[config.mk]
export PLATFORM = sky130hd
export DESIGN_NAME = dfr_core_controller
export DESIGN_NICKNAME = d
export VERILOG_FILES = /design/src/rtl/dfr_core_controller.sv
export SDC_FILE = /design/constraint.sdc
export NUM_CORES = 1
export LEC_CHECK = 0
export ABC_CLOCK_PERIOD_IN_PS = 4300
export CORE_ASPECT_RATIO = 0.9
export CORE_MARGIN = 2
export CORE_UTILIZATION = 50
export CTS_CLUSTER_DIAMETER = 200
export CTS_CLUSTER_SIZE = 14
export DETAILED_ROUTE_END_ITERATION = 6
export GPL_TIMING_DRIVEN = 0
export HOLD_SLACK_MARGIN = 0.15
export PLACE_DENSITY = 0.84
export RECOVER_POWER = 25
export SYNTH_ARGS = -nofsm -noshare
export SYNTH_HDL_FRONTEND = slang
export SYNTH_SLANG_ARGS = --single-unit
[constraint.sdc]
create_clock -name clk -period 4.3 [get_ports clk]
set_input_delay 0.86 -clock clk [delete_from_list [all_inputs] [get_ports clk]]
set_output_delay 0.86 -clock clk [all_outputs]
set_load 0.05 [all_outputs]
[src/rtl/dfr_core_controller.sv]
// Run sequencer for the DFR core: walks INIT, TRAIN and TEST phases, drives reservoir
// stepping and history writes, and launches the dot-product engine after every TEST sample.
module dfr_core_controller #(
  parameter int RESERVOIR_DATA_WIDTH         = 32,
  parameter int RESERVOIR_HISTORY_ADDR_WIDTH = 16,
  parameter int INPUT_MEM_ADDR_WIDTH         = 16,
  parameter int OUTPUT_MEM_ADDR_WIDTH        = 16
) (
  input  logic                                    clk,
  input  logic                                    rst,
  input  logic                                    start,
  input  logic [31:0]                             num_init_steps,
  input  logic [31:0]                             num_train_steps,
  input  logic [31:0]                             num_test_samples,
  input  logic [31:0]                             num_steps_per_sample,
  output logic                                    busy,
  output logic                                    done,
  output logic [INPUT_MEM_ADDR_WIDTH-1:0]         input_mem_addr,
  output logic                                    reservoir_en,
  output logic                                    history_wen,
  output logic [RESERVOIR_HISTORY_ADDR_WIDTH-1:0] history_addr,
  output logic                                    dp_start,
  output logic [RESERVOIR_HISTORY_ADDR_WIDTH-1:0] dp_base_addr,
  input  logic                                    dp_done,
  input  logic [RESERVOIR_DATA_WIDTH-1:0]         dp_result,
  output logic                                    output_mem_wen,
  output logic [OUTPUT_MEM_ADDR_WIDTH-1:0]        output_mem_addr,
  output logic [RESERVOIR_DATA_WIDTH-1:0]         output_mem_data
);

  localparam int DW  = RESERVOIR_DATA_WIDTH;
  localparam int HAW = RESERVOIR_HISTORY_ADDR_WIDTH;
  localparam int IAW = INPUT_MEM_ADDR_WIDTH;
  localparam int OAW = OUTPUT_MEM_ADDR_WIDTH;

  localparam logic [2:0] S_IDLE     = 3'd0;
  localparam logic [2:0] S_INIT     = 3'd1;
  localparam logic [2:0] S_TRAIN    = 3'd2;
  localparam logic [2:0] S_TEST     = 3'd3;
  localparam logic [2:0] S_DP_START = 3'd4;
  localparam logic [2:0] S_DP_WAIT  = 3'd5;
  localparam logic [2:0] S_OUT_WR   = 3'd6;
  localparam logic [2:0] S_DONE     = 3'd7;

  logic [2:0]     state_q, state_d;
  logic           start_d_q;
  logic           busy_q, busy_d, done_q, done_d;
  logic           res_en_q, res_en_d, hwen_q, hwen_d;
  logic           dps_q, dps_d, owen_q, owen_d;
  logic [IAW-1:0] in_addr_q, in_addr_d;
  logic [HAW-1:0] haddr_q, haddr_d, base_q, base_d;
  logic [OAW-1:0] oaddr_q, oaddr_d;
  logic [DW-1:0]  odata_q, odata_d;
  logic [31:0]    gstep_q, gstep_d, pstep_q, pstep_d, sstep_q, sstep_d, samp_q, samp_d;
  logic [HAW-1:0] hptr_q, hptr_d;
  logic [2:0]     after_train, after_init, after_idle;

  // ">=" rather than "==" so a count lowered mid-run still terminates the phase.
  function automatic logic is_last(input logic [31:0] cnt, input logic [31:0] total);
    return ({1'b0, cnt} + 33'd1) >= {1'b0, total};
  endfunction

  assign after_train = (num_test_samples != 32'd0 && num_steps_per_sample != 32'd0) ? S_TEST : S_DONE;
  assign after_init  = (num_train_steps != 32'd0) ? S_TRAIN : after_train;
  assign after_idle  = (num_init_steps != 32'd0) ? S_INIT : after_init;

  always_comb begin
    state_d   = state_q;
    busy_d    = busy_q;
    done_d    = 1'b0;
    res_en_d  = 1'b0;
    hwen_d    = 1'b0;
    dps_d     = 1'b0;
    owen_d    = 1'b0;
    in_addr_d = in_addr_q;
    haddr_d   = haddr_q;
    base_d    = base_q;
    oaddr_d   = oaddr_q;
    odata_d   = odata_q;
    gstep_d   = gstep_q;
    pstep_d   = pstep_q;
    sstep_d   = sstep_q;
    samp_d    = samp_q;
    hptr_d    = hptr_q;
    case (state_q)
      S_IDLE: begin
        if (start && !start_d_q) begin
          gstep_d = '0;
          pstep_d = '0;
          sstep_d = '0;
          samp_d  = '0;
          hptr_d  = '0;
          busy_d  = 1'b1;
          state_d = after_idle;
        end
      end
      S_INIT, S_TRAIN: begin
        res_en_d  = 1'b1;
        in_addr_d = gstep_q[IAW-1:0];
        gstep_d   = gstep_q + 32'd1;
        if (state_q == S_TRAIN) begin
          hwen_d  = 1'b1;
          haddr_d = hptr_q;
          hptr_d  = hptr_q + HAW'(1);
        end
        if (is_last(pstep_q, (state_q == S_INIT) ? num_init_steps : num_train_steps)) begin
          pstep_d = '0;
          state_d = (state_q == S_INIT) ? after_init : after_train;
        end else begin
          pstep_d = pstep_q + 32'd1;
        end
      end
      S_TEST: begin
        res_en_d  = 1'b1;
        hwen_d    = 1'b1;
        in_addr_d = gstep_q[IAW-1:0];
        haddr_d   = hptr_q;
        gstep_d   = gstep_q + 32'd1;
        hptr_d    = hptr_q + HAW'(1);
        if (sstep_q == 32'd0) base_d = hptr_q;
        if (is_last(sstep_q, num_steps_per_sample)) begin
          sstep_d = '0;
          state_d = S_DP_START;
        end else begin
          sstep_d = sstep_q + 32'd1;
        end
      end
      S_DP_START: begin
        dps_d   = 1'b1;
        state_d = S_DP_WAIT;
      end
      S_DP_WAIT: begin
        // A dp_done coincident with the launch pulse belongs to no request of ours.
        if (dp_done && !dps_q) begin
          odata_d = dp_result;
          oaddr_d = samp_q[OAW-1:0];
          state_d = S_OUT_WR;
        end
      end
      S_OUT_WR: begin
        owen_d  = 1'b1;
        samp_d  = samp_q + 32'd1;
        state_d = is_last(samp_q, num_test_samples) ? S_DONE : S_TEST;
      end
      S_DONE: begin
        done_d  = 1'b1;
        busy_d  = 1'b0;
        state_d = S_IDLE;
      end
      default: state_d = S_IDLE;
    endcase
  end

  always_ff @(posedge clk) begin
    start_d_q <= start;
    if (rst) begin
      state_q   <= S_IDLE;
      busy_q    <= 1'b0;
      done_q    <= 1'b0;
      res_en_q  <= 1'b0;
      hwen_q    <= 1'b0;
      dps_q     <= 1'b0;
      owen_q    <= 1'b0;
      in_addr_q <= '0;
      haddr_q   <= '0;
      base_q    <= '0;
      oaddr_q   <= '0;
      odata_q   <= '0;
      gstep_q   <= '0;
      pstep_q   <= '0;
      sstep_q   <= '0;
      samp_q    <= '0;
      hptr_q    <= '0;
    end else begin
      state_q   <= state_d;
      busy_q    <= busy_d;
      done_q    <= done_d;
      res_en_q  <= res_en_d;
      hwen_q    <= hwen_d;
      dps_q     <= dps_d;
      owen_q    <= owen_d;
      in_addr_q <= in_addr_d;
      haddr_q   <= haddr_d;
      base_q    <= base_d;
      oaddr_q   <= oaddr_d;
      odata_q   <= odata_d;
      gstep_q   <= gstep_d;
      pstep_q   <= pstep_d;
      sstep_q   <= sstep_d;
      samp_q    <= samp_d;
      hptr_q    <= hptr_d;
    end
  end

  assign busy            = busy_q;
  assign done            = done_q;
  assign reservoir_en    = res_en_q;
  assign history_wen     = hwen_q;
  assign dp_start        = dps_q;
  assign output_mem_wen  = owen_q;
  assign input_mem_addr  = in_addr_q;
  assign history_addr    = haddr_q;
  assign dp_base_addr    = base_q;
  assign output_mem_addr = oaddr_q;
  assign output_mem_data = odata_q;

endmodule

==> impl_metrics.env, run 1 <==
export IMPL_die_h_um=162
export IMPL_crit_path_top_delay_cell="or4_4"
export IMPL_drc=1
export IMPL_slew_viol_final=0
export IMPL_nNetsFinal=2315
export IMPL_fin_cells=2403
export IMPL_synth_compound_area_share_pct=13.9
export IMPL_worstHoldPathType="reg2reg"
export IMPL_synthTopCellsByArea="dfxtp_1, ha_1, nand2_1, a21oi_1, nor2_1"
export IMPL_fin_util_pct=65.2
export IMPL_io_pins=266
export IMPL_combPwrFrac_pct=24.1
export IMPL_crit_path_start_kind="flop"
export IMPL_cts_root_buf="clkbuf_16"
export IMPL_clk_latency_ns=0.51
export IMPL_netSwitchingPower_w=0.00163
export IMPL_grt_use_met3_pct=4.00
export IMPL_p_leak_nw=7.24
export IMPL_wirelength_um=42500
export IMPL_vias=14000
export IMPL_ys_seq_elements=234
export IMPL_grt_start_max_net_pins=15
export IMPL_grt_pass1_wl_um=67000
export IMPL_timing_hold_violations_final=0
export IMPL_timing_clock_skew_ns=0.0141
export IMPL_clkTransAtPathRegs_ns=0.08
export IMPL_clockBufferDepth=3
export IMPL_ys_top_cells_by_count="nand2_1, dfxtp_1, a21oi_1"
export IMPL_place_inst=2370
export IMPL_sequentialPowerShare_pct=43.2
export IMPL_synth_xor_area_share_pct=6.90
export IMPL_antenna_found_initial=0
export IMPL_post_place_ws_ns=-0.498
export IMPL_cellPowerDensity_mw_per_mm2=293
export IMPL_crit_fanout=10
export IMPL_synth_edf_count=0
export IMPL_clockPowerShare_pct=32.6
export IMPL_synth_area_sq_mm=0.0138
export IMPL_yosysWarnings=0
export IMPL_end_kind="flop"
export IMPL_maxSlewHeadroom_pct=22.4
export IMPL_post_dp_hpwl_um=32400
export IMPL_finalCritPeriodShare_pct=97.5
export IMPL_run_status="finished, violations left"
export IMPL_max_cap_violations=0
export IMPL_portBuffers=265
export IMPL_syn_inst=1751
export IMPL_min_period_ns=4.19
export IMPL_initial_core_util_pct=51.0
export IMPL_synth_top_family_by_area="simple AND/OR/NAND/NOR gates"
export IMPL_path_class="reg2reg"
export IMPL_gr_usage_met2_pct=47.1
export IMPL_fin_ws_ns=0.109
export IMPL_cts_buffers=20
export IMPL_intPower_w=0.00355
export IMPL_grt_pass1_vias=13400
export IMPL_vias_per_cell=5.84
export IMPL_tightest_slew_ns=1.15
export IMPL_grt_busiest_layer="met2"
export IMPL_worstPathCellList="ha_1 -> nand4_1 -> buf_4 -> nor2_2 -> nand3_2 -> or4_4 -> xnor2_2 -> ha_1 -> and3_1 -> and3_1 -> a31oi_1 -> o211ai_2 -> nor3_2 -> buf_6 -> buf_4 -> nand3_1 -> mux2i_1"
export IMPL_dieArea_sq_mm=0.0290
export IMPL_violations="design-rule violations"
export IMPL_avgRoutedWirePerCell_um=17.7
export IMPL_cts_tree="done"
export IMPL_crit_family="simple AND/OR/NAND/NOR gates"
export IMPL_gr_usage_all_layers_pct=28.3
export IMPL_synth_adder_area_share_pct=9.24
export IMPL_first_pass_iters=7
export IMPL_grt_ovfl_total=0
export IMPL_muxShareOfSynthArea_pct=3.71
export IMPL_routabilityCongestion=0.913
export IMPL_synthDistinctLibCells=71
export IMPL_drive_gt1_share_pct=5.86
export IMPL_syn_area_per_cell_sq_um=7.89
export IMPL_ys_seq_area_share_pct=33.9
export IMPL_p_sw_share_pct=31.4
export IMPL_synth_ff_type="dfxtp_1"
export IMPL_cp_required_ns=4.71
export IMPL_synth_area_leader_cell="dfxtp_1"
export IMPL_antenna_cells=0
export IMPL_async_flop_share_pct=0
export IMPL_peakVddDrop_mv=0.241
export IMPL_total_power_w=0.00517
export IMPL_synth_nets=2017
export IMPL_area_delta_synth_final_pct=27.9
export IMPL_synth_top_area_share_pct=33.9
export IMPL_antenna_left=0
export IMPL_critPathMaxStageDelay_ns=0.52
export IMPL_maxClockFrequency_ghz=0.239
export IMPL_cts_num_sinks=234
export IMPL_met1_usage_pct=38.3
export IMPL_coreArea_sq_mm=0.0271
export IMPL_drtIter0Drc=1159
export IMPL_die_width_um=179
export IMPL_path_buf_inv=3
export IMPL_finalSetupViolations=0
export IMPL_yosys_area_share_simple_pct=26.7
export IMPL_rows=57
export IMPL_arrival_ns=4.60
export IMPL_yosysMostFrequentCell="nand2_1"
export IMPL_h_tree_depth=1
## cell type report
| class | instances | area [sq um] |
|---|---|---|
| timing repair buffer | 276 | 2740 |
| sequential | 234 | 4690 |
| tap | 354 | 443 |
| fill | 2254 | 9430 |
| buffer | 99 | 490 |
| clock buffer | 20 | 500 |
| inverter | 81 | 304 |
| clock inverter | 2 | 46.3 |
| multi-input combinational | 1337 | 8460 |
## metal layers
layer,part of all wire [%],up-vias,wire length [um]
met3,7.2,77,3040
met4,2.4,0,1030
met5,0,-,0
met2,47,531,20100
li1,-,6753,-
met1,43,6681,18300
## logic make-up after synthesis
family | Yosys count
adder cells (fa/ha/maj) | 102
AND/OR/NAND/NOR | 748
multiplexers | 51
buffers and inverters | 180
flip-flops | 234
AO/OA/AOI/OAI | 328
XOR/XNOR | 108
## cells in the final DEF (no fill, tap or decap), types with 4 or more instances in the layout
cell / instances
o21a_1: 4
nand2_1: 277
a21oi_1: 166
dlygate4sd3_1: 77
a21o_1: 10
dfxtp_1: 233
nor3_2: 5
nor4_1: 49
a211oi_1: 8
clkbuf_16: 20
a31oi_1: 20
or3_1: 12
clkbuf_2: 7
nand4_1: 43
and4_1: 14
clkdlybuf4s50_1: 188
clkbuf_1: 50
ha_1: 101
o21ai_0: 52
nand3_1: 76
buf_2: 17
nor4_4: 6
buf_1: 9
a22oi_1: 39
nand2b_1: 8
a22o_1: 4
xor2_1: 46
nor3_1: 30
xnor2_1: 60
nor3b_1: 7
buf_4: 17
nor2b_1: 4
nor2_1: 154
inv_1: 81
buf_6: 6
mux2i_1: 49
and3_1: 28
## final timing paths
kind         slack [ns]                  end                 from  cells past startpoint
max reg2reg        0.11          pstep_q[17]           pstep_q[0]                     17
min                0.45  output_mem_addr[13]  output_mem_addr[13]                      2
min reg2reg        0.45  output_mem_addr[13]  output_mem_addr[13]                      2
max                0.11          pstep_q[17]           pstep_q[0]                     17
## worst reg2reg max path, stage by stage (launching register included)
cell,delay [ns]
dfxtp_1,0.46
ha_1,0.30
nand4_1,0.11
buf_4,0.18
nor2_2,0.16
nand3_2,0.16
or4_4,0.52
xnor2_2,0.15
ha_1,0.31
and3_1,0.20
and3_1,0.16
a31oi_1,0.18
o211ai_2,0.15
nor3_2,0.28
buf_6,0.19
buf_4,0.21
nand3_1,0.13
mux2i_1,0.23
## per-stage QoR
stage | hold slack [ns] | setup TNS (ns) | cell area (sq um)
2_1_floorplan | 0.439 | 0 | 13800
4_1_cts | 0.454 | 0 | 17500
3_5_place_dp | 0.445 | -15.02 | 16900
6_report | 0.451 | 0 | 17700
3_3_place_gp | 0.442 | -11.36 | 16900
5_1_grt | 0.473 | -0.111 | 17700
## state kept, by name (all words and copies together) (netlist names), 16 cells and up
name	cells
output_mem_data	32
pstep_q	32
samp_q	32
sstep_q	32
dp_base_addr	16
gstep_q	16
history_addr	16
hptr_q	16
input_mem_addr	16
output_mem_addr	16
## power groups by stage
stage          Clock [W]  Combinational (W)  Sequential, W
2_1_floorplan          0           0.000700        0.00231
3_3_place_gp           0            0.00117        0.00228
3_5_place_dp           0            0.00120        0.00228
4_1_cts          0.00171            0.00122        0.00223
5_1_grt          0.00179            0.00136        0.00224
6_report         0.00169            0.00125        0.00224
## what timing repair did
item	in CTS	in global routing
setup buffers	1	10
hold buffers	0	0
pin swaps	1	7
endpoints found under the setup margin	63	66
gates resized for setup	12	27
(Power assumes the default switching activity.)
==> inputs of run 2 (changes only) <==
--- a/config.mk
+++ b/config.mk
@@ -5,16 +5,16 @@
 export SDC_FILE = /design/constraint.sdc
 export NUM_CORES = 1
 export LEC_CHECK = 0
-export ABC_CLOCK_PERIOD_IN_PS = 4300
+export ABC_CLOCK_PERIOD_IN_PS = 3780
 export CORE_ASPECT_RATIO = 0.9
 export CORE_MARGIN = 2
-export CORE_UTILIZATION = 50
+export CORE_UTILIZATION = 48
 export CTS_CLUSTER_DIAMETER = 200
 export CTS_CLUSTER_SIZE = 14
 export DETAILED_ROUTE_END_ITERATION = 6
 export GPL_TIMING_DRIVEN = 0
 export HOLD_SLACK_MARGIN = 0.15
-export PLACE_DENSITY = 0.84
+export PLACE_DENSITY = 0.85
 export RECOVER_POWER = 25
 export SYNTH_ARGS = -nofsm -noshare
 export SYNTH_HDL_FRONTEND = slang
==> constraint.sdc (replaced) <==
create_clock -name clk -period 3.78 [get_ports clk]
set_input_delay 0.756 -clock clk [delete_from_list [all_inputs] [get_ports clk]]
set_output_delay 0.756 -clock clk [all_outputs]
set_load 0.05 [all_outputs]
==> run 2 against run 1 <==
Against the previous run:
- the flow finishes with violations (negative setup slack)
- setup slack worse by 0.33 ns
- critical endpoint is now state_q[0]
- critical path type unchanged
- fmax up 4.6%
- via count rose by 4.9%
- non-clock buffer count increased by 58
- highest routed layer is now met5
- first-iteration DRC count up 16%
- final area is 6.5% higher
- critical path depth shrank 2
- utilization up 1.6 points
==> impl_metrics.env, run 2 (synthesis results as in run 1) <==
export IMPL_routabilityCongestion=0.910
export IMPL_min_period_ns=4.01
export IMPL_critPathMaxStageDelay_ns=0.48
export IMPL_first_pass_iters=6
export IMPL_tightest_slew_ns=1.21
export IMPL_rsz0062_at_grt="true"
export IMPL_wirelength_um=46900
export IMPL_clockBufferDepth=3
export IMPL_cts_tree="done"
export IMPL_path_buf_inv=3
export IMPL_area_delta_synth_final_pct=36.2
export IMPL_cp_required_ns=4.15
export IMPL_grt_pass1_wl_um=67700
export IMPL_vias_per_cell=5.97
export IMPL_clk_latency_ns=0.52
export IMPL_antenna_found_initial=2
export IMPL_cellPowerDensity_mw_per_mm2=333
export IMPL_cts_root_buf="clkbuf_16"
export IMPL_cts_num_sinks=234
export IMPL_worstHoldPathType="reg2reg"
export IMPL_holdWs_ns=0.452
export IMPL_drtIter0Drc=1345
export IMPL_peakVddDrop_mv=0.328
export IMPL_crit_path_top_delay_cell="dfxtp_1"
export IMPL_clkTransAtPathRegs_ns=0.07
export IMPL_layout_commonest_cell="nand2_1"
export IMPL_finalSetupViolations=63
export IMPL_mostFrequentLayoutCells="nand2_1, dfxtp_1, clkdlybuf4s50_1"
export IMPL_nNetsFinal=2373
export IMPL_crit_fanout=7
export IMPL_io_pins=266
export IMPL_h_tree_depth=1
export IMPL_violations="negative setup slack"
export IMPL_rows=58
export IMPL_max_cap_violations=0
export IMPL_arrival_ns=4.38
export IMPL_maxSlewHeadroom_pct=18.8
export IMPL_cts_buffers=20
export IMPL_grt_ovfl_total=0
export IMPL_slew_viol_final=0
export IMPL_post_place_ws_ns=-0.951
export IMPL_end_kind="flop"
export IMPL_critPathLaunch="pstep_q[4]"
export IMPL_fillCellCount=2143
export IMPL_drive_gt1_share_pct=13.3
export IMPL_post_route_cell_area_sq_mm=0.0188
export IMPL_coreArea_sq_mm=0.0282
export IMPL_drc=0
export IMPL_portBuffers=265
export IMPL_grt_pass1_vias=13500
export IMPL_timing_clock_skew_ns=0.0300
export IMPL_maxClockFrequency_ghz=0.250
export IMPL_timing_hold_violations_final=0
export IMPL_postCtsHoldBufs=0
export IMPL_crit_family="simple AND/OR/NAND/NOR gates"
export IMPL_avgRoutedWirePerCell_um=19.0
export IMPL_antenna_left=0
export IMPL_die_h_um=165
export IMPL_total_power_w=0.00627
export IMPL_initial_core_util_pct=49.1
export IMPL_die_width_um=183
export IMPL_grt_start_max_net_pins=15
export IMPL_vias=14700
export IMPL_reg2reg_from="pstep_q[4]"
export IMPL_p_leak_nw=7.68
export IMPL_hold_start="history_addr[13]"
export IMPL_dieArea_sq_mm=0.0302
export IMPL_path_class="reg2reg"
export IMPL_run_status="finished, violations left"
export IMPL_place_area_sq_mm=0.0169
export IMPL_finalCritPeriodShare_pct=106
export IMPL_worstPathCellList="nand4_1 -> buf_6 -> nor4_4 -> buf_4 -> nand3_1 -> xnor2_2 -> ha_1 -> nand4_1 -> nor4_2 -> o211ai_1 -> o211ai_4 -> nor2_4 -> buf_6 -> o311ai_2 -> o41ai_2"
export IMPL_fin_ws_ns=-0.226
export IMPL_crit_path_start_kind="flop"
export IMPL_post_dp_hpwl_um=33100
export IMPL_gr_usage_all_layers_pct=27.6
run 2: cell count changes in the layout (fill, tap and decap cells not counted), sizes merged:
cell and delta:
buf +64, clkbuf -6, clkdlybuf4s50 +15, diode +1, dlygate4sd3 -15
run 2: final cells by class:
| type | instances | area [sq um] | area share, % |
|---|---|---|---|
| sequential | 234 | 4730 | 25.1 |
| inverter | 81 | 304 | 1.62 |
| tap | 360 | 450 | 2.39 |
| buffer | 98 | 576 | 3.06 |
| clock buffer | 20 | 500 | 2.66 |
| multi-input combinational | 1337 | 8980 | 47.7 |
| clock inverter | 2 | 46.3 | 0.246 |
| timing repair buffer | 335 | 3230 | 17.2 |
| antenna | 1 | 2.50 | 0.0133 |
run 2: worst reg2reg max path: stages (launching register included):
cell and delay [ns]:
dfxtp_1 0.48, nand4_1 0.26, buf_6 0.20, nor4_4 0.31
buf_4 0.20, nand3_1 0.13, xnor2_2 0.17, ha_1 0.30
nand4_1 0.22, nor4_2 0.36, o211ai_1 0.23, o211ai_4 0.32
nor2_4 0.08, buf_6 0.15, o311ai_2 0.33, o41ai_2 0.12
run 2: power by group:
group          total [W]  internal [W]  switching, W  leakage [nW]
logic            0.00178      0.000727       0.00106          5.51
clock network    0.00194       0.00101      0.000923         0.267
registers        0.00254       0.00250     0.0000421          1.90
total            0.00627       0.00424       0.00202          7.68
run 2: metal layers:
metal	global-route usage (%)	up-vias	part of all wire, %
li1	-	6870	-
met1	35.6	6881	40
met2	46.7	807	47
met3	4.54	172	8.0
met4	9.96	2	4.7
met5	0	-	0.023
run 2: worst paths after layout:
kind                                         end  slack [ns]  cells after the start
worst max-delay path                  state_q[0]       -0.23                     15
worst min-delay path            history_addr[13]        0.45                      2
worst max register to register        state_q[0]       -0.23                     15
worst min register to register  history_addr[13]        0.45                      2
run 2: metrics by stage:
stage / std cells / TNS (ns) / util, %
floorplan: 1751 / 0 / -
global placement: 2376 / -43.38 / 60.1
detailed placement: 2376 / -48.88 / 60.1
CTS: 2419 / -0.0290 / 63.3
global route: 2467 / -12.39 / 66.8
finish: 2468 / -5.10 / 66.8
run 2: what timing repair did:
item | 4_1_cts | 5_1_grt
endpoints found under the hold margin | 0 | 0
gates cloned | 0 | 3
resized for setup | 56 | 163
endpoints found under the setup margin | 67 | 67
setup buffers | 21 | 46
pin swaps | 17 | 71
